===== src/rtl/cache_flush_controller.sv =====
// ---------------------------------------------------------------------------
// cache_flush_controller
//
// Purpose:
//   Merges one-cycle flush requests from NUM_REQUESTERS clients into shared
//   flush passes over a write-back cache tag/state array. A pass visits every
//   (set, way) in order: set-major, way-minor. For each line it reads the tag
//   state, hands dirty lines to the write-back unit through a valid/ready
//   handshake, and then rewrites the line state so that it is clean.
//   Requests that arrive while a pass is running (including in its final
//   cycle) are held pending and are served by a fresh pass. Any line dirtied
//   during a pass is therefore still flushed before that requester completes.
//
// Build option:
//   RSD_CACHE_FLUSH_INVALIDATE_EN
//     defined   : invalidating flush. Every valid line is rewritten with
//                 valid=0, dirty=0.
//     undefined : clean-only flush. Only dirty lines are rewritten, with
//                 valid=1, dirty=0.
//
// Ports:
//   clk            clock
//   rst            asynchronous active-low reset
//   flushReq       per-client one-cycle request pulse
//   flushComplete  per-client one-cycle completion pulse
//   busy           a pass is in progress
//   tagRdEn        tag/state read strobe; data returns the next cycle
//   tagRdIndex     set to read
//   tagRdWay       way to read
//   tagRdValid     returned valid bit
//   tagRdDirty     returned dirty bit
//   wbValid        write-back request for a dirty line
//   wbIndex        set of the line being written back
//   wbWay          way of the line being written back
//   wbReady        write-back path accepts the request
//   lineWe         tag/state write strobe
//   lineIndex      set to write
//   lineWay        way to write
//   lineValidNext  valid bit to write
//   lineDirtyNext  dirty bit to write (always 0)
// ---------------------------------------------------------------------------
module cache_flush_controller #(
  parameter  int NUM_REQUESTERS = 2,
  parameter  int NUM_SETS       = 64,
  parameter  int NUM_WAYS       = 2,
  localparam int INDEX_WIDTH    = $clog2(NUM_SETS),
  localparam int WAY_WIDTH      = (NUM_WAYS > 1) ? $clog2(NUM_WAYS) : 1
) (
  input  logic                      clk,
  input  logic                      rst,
  input  logic [NUM_REQUESTERS-1:0] flushReq,
  output logic [NUM_REQUESTERS-1:0] flushComplete,
  output logic                      busy,
  output logic                      tagRdEn,
  output logic [INDEX_WIDTH-1:0]    tagRdIndex,
  output logic [WAY_WIDTH-1:0]      tagRdWay,
  input  logic                      tagRdValid,
  input  logic                      tagRdDirty,
  output logic                      wbValid,
  output logic [INDEX_WIDTH-1:0]    wbIndex,
  output logic [WAY_WIDTH-1:0]      wbWay,
  input  logic                      wbReady,
  output logic                      lineWe,
  output logic [INDEX_WIDTH-1:0]    lineIndex,
  output logic [WAY_WIDTH-1:0]      lineWay,
  output logic                      lineValidNext,
  output logic                      lineDirtyNext
);

`ifdef RSD_CACHE_FLUSH_INVALIDATE_EN
  // Invalidating flush: every valid line is rewritten as invalid.
  localparam logic WRITE_CLEAN_LINES = 1'b1;
  localparam logic WRITE_VALID_BIT   = 1'b0;
`else
  // Clean-only flush: dirty lines stay resident but become clean.
  localparam logic WRITE_CLEAN_LINES = 1'b0;
  localparam logic WRITE_VALID_BIT   = 1'b1;
`endif

  localparam logic [INDEX_WIDTH-1:0] LAST_INDEX = INDEX_WIDTH'(NUM_SETS - 1);
  localparam logic [WAY_WIDTH-1:0]   LAST_WAY   = WAY_WIDTH'(NUM_WAYS - 1);
  localparam logic [INDEX_WIDTH-1:0] INDEX_ONE  = INDEX_WIDTH'(1);
  localparam logic [WAY_WIDTH-1:0]   WAY_ONE    = WAY_WIDTH'(1);

  typedef enum logic [2:0] {
    IDLE,
    READ,
    CHECK,
    WB,
    WRITE,
    DONE
  } stateT;

  stateT                      state;
  logic [NUM_REQUESTERS-1:0]  pendingReg;
  logic [NUM_REQUESTERS-1:0]  servedReg;
  logic [NUM_REQUESTERS-1:0]  flushCompleteReg;
  logic [INDEX_WIDTH-1:0]     indexReg;
  logic [WAY_WIDTH-1:0]       wayReg;
  logic                       busyReg;
  logic                       tagRdEnReg;
  logic                       wbValidReg;
  logic                       lineWeReg;
  logic                       lineValidNextReg;

  // Line cursor arithmetic shared by the CHECK and WRITE exits.
  logic                       lastWay;
  logic                       lastLine;
  logic [INDEX_WIDTH-1:0]     indexAdv;
  logic [WAY_WIDTH-1:0]       wayAdv;
  logic                       anyRequest;

  always_comb begin
    lastWay    = (wayReg == LAST_WAY);
    // Termination uses the explicit last-line compare; the counters
    // themselves simply wrap back to zero.
    lastLine   = lastWay && (indexReg == LAST_INDEX);
    wayAdv     = lastWay ? '0 : (wayReg + WAY_ONE);
    indexAdv   = lastWay ? (indexReg + INDEX_ONE) : indexReg;
    anyRequest = |(pendingReg | flushReq);
  end

  // -------------------------------------------------------------------------
  // Per-client request bookkeeping.
  //   pending : requests not yet attached to a pass
  //   served  : clients attached to the pass in progress
  // A request is attached only when the FSM leaves IDLE, so a pulse seen in
  // any other state (DONE included) waits for the next pass. A repeated
  // pulse from a client that is already pending just re-sets the same bit.
  // -------------------------------------------------------------------------
  for (genvar gi = 0; gi < NUM_REQUESTERS; gi++) begin : genClient
    logic pendingBit;
    logic servedBit;

    always_ff @(posedge clk or negedge rst) begin
      if (!rst) begin
        pendingBit <= 1'b0;
        servedBit  <= 1'b0;
      end else begin
        case (state)
          IDLE: begin
            // With no request anywhere this loads zero, which is a no-op.
            servedBit  <= pendingBit | flushReq[gi];
            pendingBit <= 1'b0;
          end
          DONE: begin
            servedBit  <= 1'b0;
            pendingBit <= pendingBit | flushReq[gi];
          end
          default: begin
            pendingBit <= pendingBit | flushReq[gi];
          end
        endcase
      end
    end

    assign pendingReg[gi] = pendingBit;
    assign servedReg[gi]  = servedBit;
  end

  // -------------------------------------------------------------------------
  // Pass sequencer. Strobe outputs are registered: each is set on the
  // transition into the state that owns it, so it is high exactly while
  // that state is current.
  // -------------------------------------------------------------------------
  always_ff @(posedge clk or negedge rst) begin
    if (!rst) begin
      state            <= IDLE;
      indexReg         <= '0;
      wayReg           <= '0;
      busyReg          <= 1'b0;
      tagRdEnReg       <= 1'b0;
      wbValidReg       <= 1'b0;
      lineWeReg        <= 1'b0;
      lineValidNextReg <= 1'b0;
      flushCompleteReg <= '0;
    end else begin
      // Single-cycle strobes drop unless re-armed below.
      tagRdEnReg       <= 1'b0;
      lineWeReg        <= 1'b0;
      lineValidNextReg <= 1'b0;
      flushCompleteReg <= '0;

      case (state)
        IDLE: begin
          if (anyRequest) begin
            indexReg   <= '0;
            wayReg     <= '0;
            busyReg    <= 1'b1;
            tagRdEnReg <= 1'b1;
            state      <= READ;
          end
        end

        READ: begin
          // Tag data for the current line comes back during CHECK.
          state <= CHECK;
        end

        CHECK: begin
          if (tagRdValid && tagRdDirty) begin
            wbValidReg <= 1'b1;
            state      <= WB;
          end else if (WRITE_CLEAN_LINES && tagRdValid) begin
            lineWeReg        <= 1'b1;
            lineValidNextReg <= WRITE_VALID_BIT;
            state            <= WRITE;
          end else begin
            indexReg <= indexAdv;
            wayReg   <= wayAdv;
            if (lastLine) begin
              flushCompleteReg <= servedReg;
              state            <= DONE;
            end else begin
              tagRdEnReg <= 1'b1;
              state      <= READ;
            end
          end
        end

        WB: begin
          // The request and its index/way stay put until accepted; there is
          // deliberately no timeout.
          if (wbReady) begin
            wbValidReg       <= 1'b0;
            lineWeReg        <= 1'b1;
            lineValidNextReg <= WRITE_VALID_BIT;
            state            <= WRITE;
          end
        end

        WRITE: begin
          indexReg <= indexAdv;
          wayReg   <= wayAdv;
          if (lastLine) begin
            flushCompleteReg <= servedReg;
            state            <= DONE;
          end else begin
            tagRdEnReg <= 1'b1;
            state      <= READ;
          end
        end

        DONE: begin
          busyReg <= 1'b0;
          state   <= IDLE;
        end

        default: begin
          busyReg    <= 1'b0;
          wbValidReg <= 1'b0;
          state      <= IDLE;
        end
      endcase
    end
  end

  // The line cursor drives all three address buses. It returns to zero at
  // the end of every pass, so the buses read zero whenever the block idles.
  assign flushComplete = flushCompleteReg;
  assign busy          = busyReg;
  assign tagRdEn       = tagRdEnReg;
  assign tagRdIndex    = indexReg;
  assign tagRdWay      = wayReg;
  assign wbValid       = wbValidReg;
  assign wbIndex       = indexReg;
  assign wbWay         = wayReg;
  assign lineWe        = lineWeReg;
  assign lineIndex     = indexReg;
  assign lineWay       = wayReg;
  assign lineValidNext = lineValidNextReg;
  assign lineDirtyNext = 1'b0;

endmodule


===== config.mk =====
export PLATFORM = sky130hd
export DESIGN_NAME = cache_flush_controller
export DESIGN_NICKNAME = d
export VERILOG_FILES = /design/src/rtl/cache_flush_controller.sv
export SDC_FILE = /design/constraint.sdc
export NUM_CORES = 1
export LEC_CHECK = 0
export CORE_ASPECT_RATIO = 1.1
export CORE_MARGIN = 1.5
export CORE_UTILIZATION = 60
export DETAILED_ROUTE_END_ITERATION = 10
export DONT_BUFFER_PORTS = 1
export HOLD_SLACK_MARGIN = 0.03
export PLACE_DENSITY = 0.76
export SYNTH_ARGS = -nofsm -noshare
export SYNTH_HDL_FRONTEND = slang
export SYNTH_SLANG_ARGS = --single-unit

===== constraint.sdc =====
create_clock -name clk -period 2.15 [get_ports clk]
set_clock_uncertainty 0.05 [all_clocks]
set_input_delay 0.1075 -clock clk [delete_from_list [all_inputs] [get_ports clk]]
set_output_delay 0.1075 -clock clk [all_outputs]
set_load 0.005 [all_outputs]

==> results.json <==
{
  "outcome": "complete, no violations",
  "p_total_mw": 1.61,
  "port_buffers": 0,
  "crit_arrival_ps": 2160,
  "drive_above_1_share_pct": 18.0,
  "wl_per_cell_um": 14.9,
  "path_class": "register to register",
  "total_leakage_power_nw": 0.522,
  "yosysSeqAreaShare_pct": 40.7,
  "slew_violations": 0,
  "grt_usage_pct": 20.7,
  "grt_pass1_vias": 790,
  "syn_area_per_cell_sq_um": 10.2,
  "post-route-util_pct": 61.9,
  "netlist_area_sq_um": 1230,
  "timing.fmax_mhz": 512,
  "drt_iter0_drc": 36,
  "worstSetupStartpointType": "register",
  "core-area_sq_um": 1980,
  "crit_fanout": 17,
  "pin_count": 36,
  "fin_crit_sh_pct": 90.9,
  "num_rows": 17,
  "grt_overflow": 0,
  "setup_violations": 0,
  "vdd_drop_max_mv": 0.845,
  "synth_edf_count": 0,
  "end_kind": "register",
  "required_ps": 2350,
  "vias_per_cell": 6.01,
  "dieArea_sq_um": 2330,
  "synth_warnings": 0,
  "drc": 0,
  "area_growth_pct": -0.509,
  "synth_ff_type": "dfrtp_1",
  "clock_path_buffers": 2,
  "finalCriticalPeriod_ps": 1950,
  "syn_nets": 129,
  "p_per_area_nw_per_um2": 1310,
  "drt_wl_total_mm": 2.07,
  "cts_tree": "built",
  "cap_violations": 0,
  "vias": 836,
  "cts_buffers": 3,
  "final_nets": 120,
  "routabilityCongestion": 0.801,
  "clock_sinks": 20,
  "antenna_left": 0,
  "tightest_slew_ps": 847,
  "drt-pass1-iter-count": 5,
  "cts.reportedPaths.clkPinSlew_ps": 110,
  "htreeDepth": 1,
  "dpl.hpwl_mm": 1.37,
  "hold_viol": 0,
  "start_util_pct": 62.2,
  "die_w_um": 46.2,
  "netlist_instances": 121,
  "async_flop_share_pct": 100,
  "cts_resized": 0,
  "setup_tns_ps": 0,
  "slew_headroom_pct": 43.3,
  "die_y_um": 50.5,
  "ys_types": 41,
  "clock_latency_ps": 300,
  "synth_seq_cells": 20,
  "fillers": 162,
  "grt_max_degree": 21,
  "rsz0062_at_grt": "false",
  "grt_pass1_wl_mm": 3.55,
  "holdWs_ps": 151,
  "antennaDiodeCount": 0,
  "min_path_type": "input port to register",
  "cts_root_buf": "clkbuf_4",
  "antenna_found_initial": 0
}
==> cell families after synthesis <==
group	synth area share, %
muxes	6.50
DFF	40.7
AOI/OAI and AO/OA	16.3
buffers and inverters	16.7
xor gates and xnor gates	0.712
and+or+nand+nor	17.9
adders and majority gates	1.02
other	0.305
==> critical path: stages, from the launching register on <==
cell           delay (ps)
dfrtp_1               780
a31oi_1               180
a311oi_1              300
dlygate4sd3_1         590
==> sequential cells by signal (all words and copies together), names as in the netlist <==
name and count:
lineIndex 6, state 3, flushComplete 2, genClient.pendingBit 2, genClient.servedBit 2, busy 1, lineValidNext 1, lineWay 1
tagRdEn 1, wbValid 1
==> per-layer routing <==
| layer | share of wire [%] | vias up | global-route usage [%] |
|---|---|---|---|
| met3 | 7.3 | 6 | 3.96 |
| met2 | 48 | 38 | 31.9 |
| met5 | 0 | - | 0 |
| li1 | - | 388 | - |
| met4 | 1.8 | 0 | 9.05 |
| met1 | 43 | 404 | 27.5 |
==> path summary, 6_finish.rpt <==
| path | start | endpoint | slack [ps] | cells after the start |
|---|---|---|---|---|
| setup / recovery | state[1] | state[1] | 200 | 3 |
| max in group asynchronous | rst | genClient[1].pendingBit | 1240 | 1 |
| hold reg to reg | genClient[1].servedBit | flushComplete[1] | 500 | 2 |
| setup reg to reg | state[1] | state[1] | 200 | 3 |
| hold / removal | flushReq[1] | lineIndex[2] | 150 | 4 |
| min in group asynchronous | rst | genClient[0].servedBit | 290 | 1 |
==> synthesized netlist by cell type (2+ instances only) <==
cell type / instances / share of area (%)
a21oi_1: 5 / 2.0
a21oi_2: 4 / 2.8
a31oi_1: 2 / 1.0
buf_4: 18 / 11
clkbuf_1: 2 / 0.61
dfrtp_1: 20 / 41
inv_1: 7 / 2.1
mux2_4: 2 / 2.4
mux2i_1: 5 / 4.1
nand2_1: 5 / 1.5
nand2b_1: 3 / 1.5
nand3_1: 4 / 1.6
nor2_1: 4 / 1.2
nor3_1: 6 / 2.4
nor4_1: 2 / 1.0
o21ai_0: 4 / 1.6
o22ai_1: 3 / 1.5
or2b_1: 2 / 1.2
==> where the power goes <==
part           switching, mW  internal (mW)
Combinational          0.321          0.282
Sequential             0.207          0.493
Clock                  0.118          0.189
==> per-stage QoR <==
stage	instance area (sq um)	std cells	worst slack [ps]
after floorplan	1230	121	603
after global placement	1100	128	423
after detailed placement	1100	128	397
after CTS	1220	139	283
after global routing	1220	139	33.3
final	1220	139	195
==> area by class of cell <==
cell class / instances / area (sq um) / area share (%)
Multi-Input combinational cell: 71 / 526 / 42.9
Clock inverter: 1 / 30.0 / 2.45
Tap cell: 28 / 35.0 / 2.86
Timing Repair Buffer: 9 / 85.1 / 6.95
Inverter: 7 / 26.3 / 2.15
Sequential cell: 20 / 500 / 40.9
Clock buffer: 3 / 22.5 / 1.84
==> timing repair <==
action / CTS / global route
hold buffers: 7 / 0
endpoints found under the hold margin: 27 / 0
setup buffers: 0 / 0
==> layout by cell type, fill, tap and decap left out, types with 2 or more instances in the layout <==
cell,n
nor4_1,2
buf_4,2
or2b_1,2
mux2i_1,5
o22ai_1,3
mux2_4,2
nand2b_1,3
nor3_1,6
a21oi_2,4
nand2_1,5
nand3_1,4
dfrtp_1,20
o21ai_0,4
clkbuf_4,3
inv_1,7
a31oi_1,2
dlygate4sd3_1,7
nor2_1,4
a21oi_1,5
(Power assumes the default switching activity.)
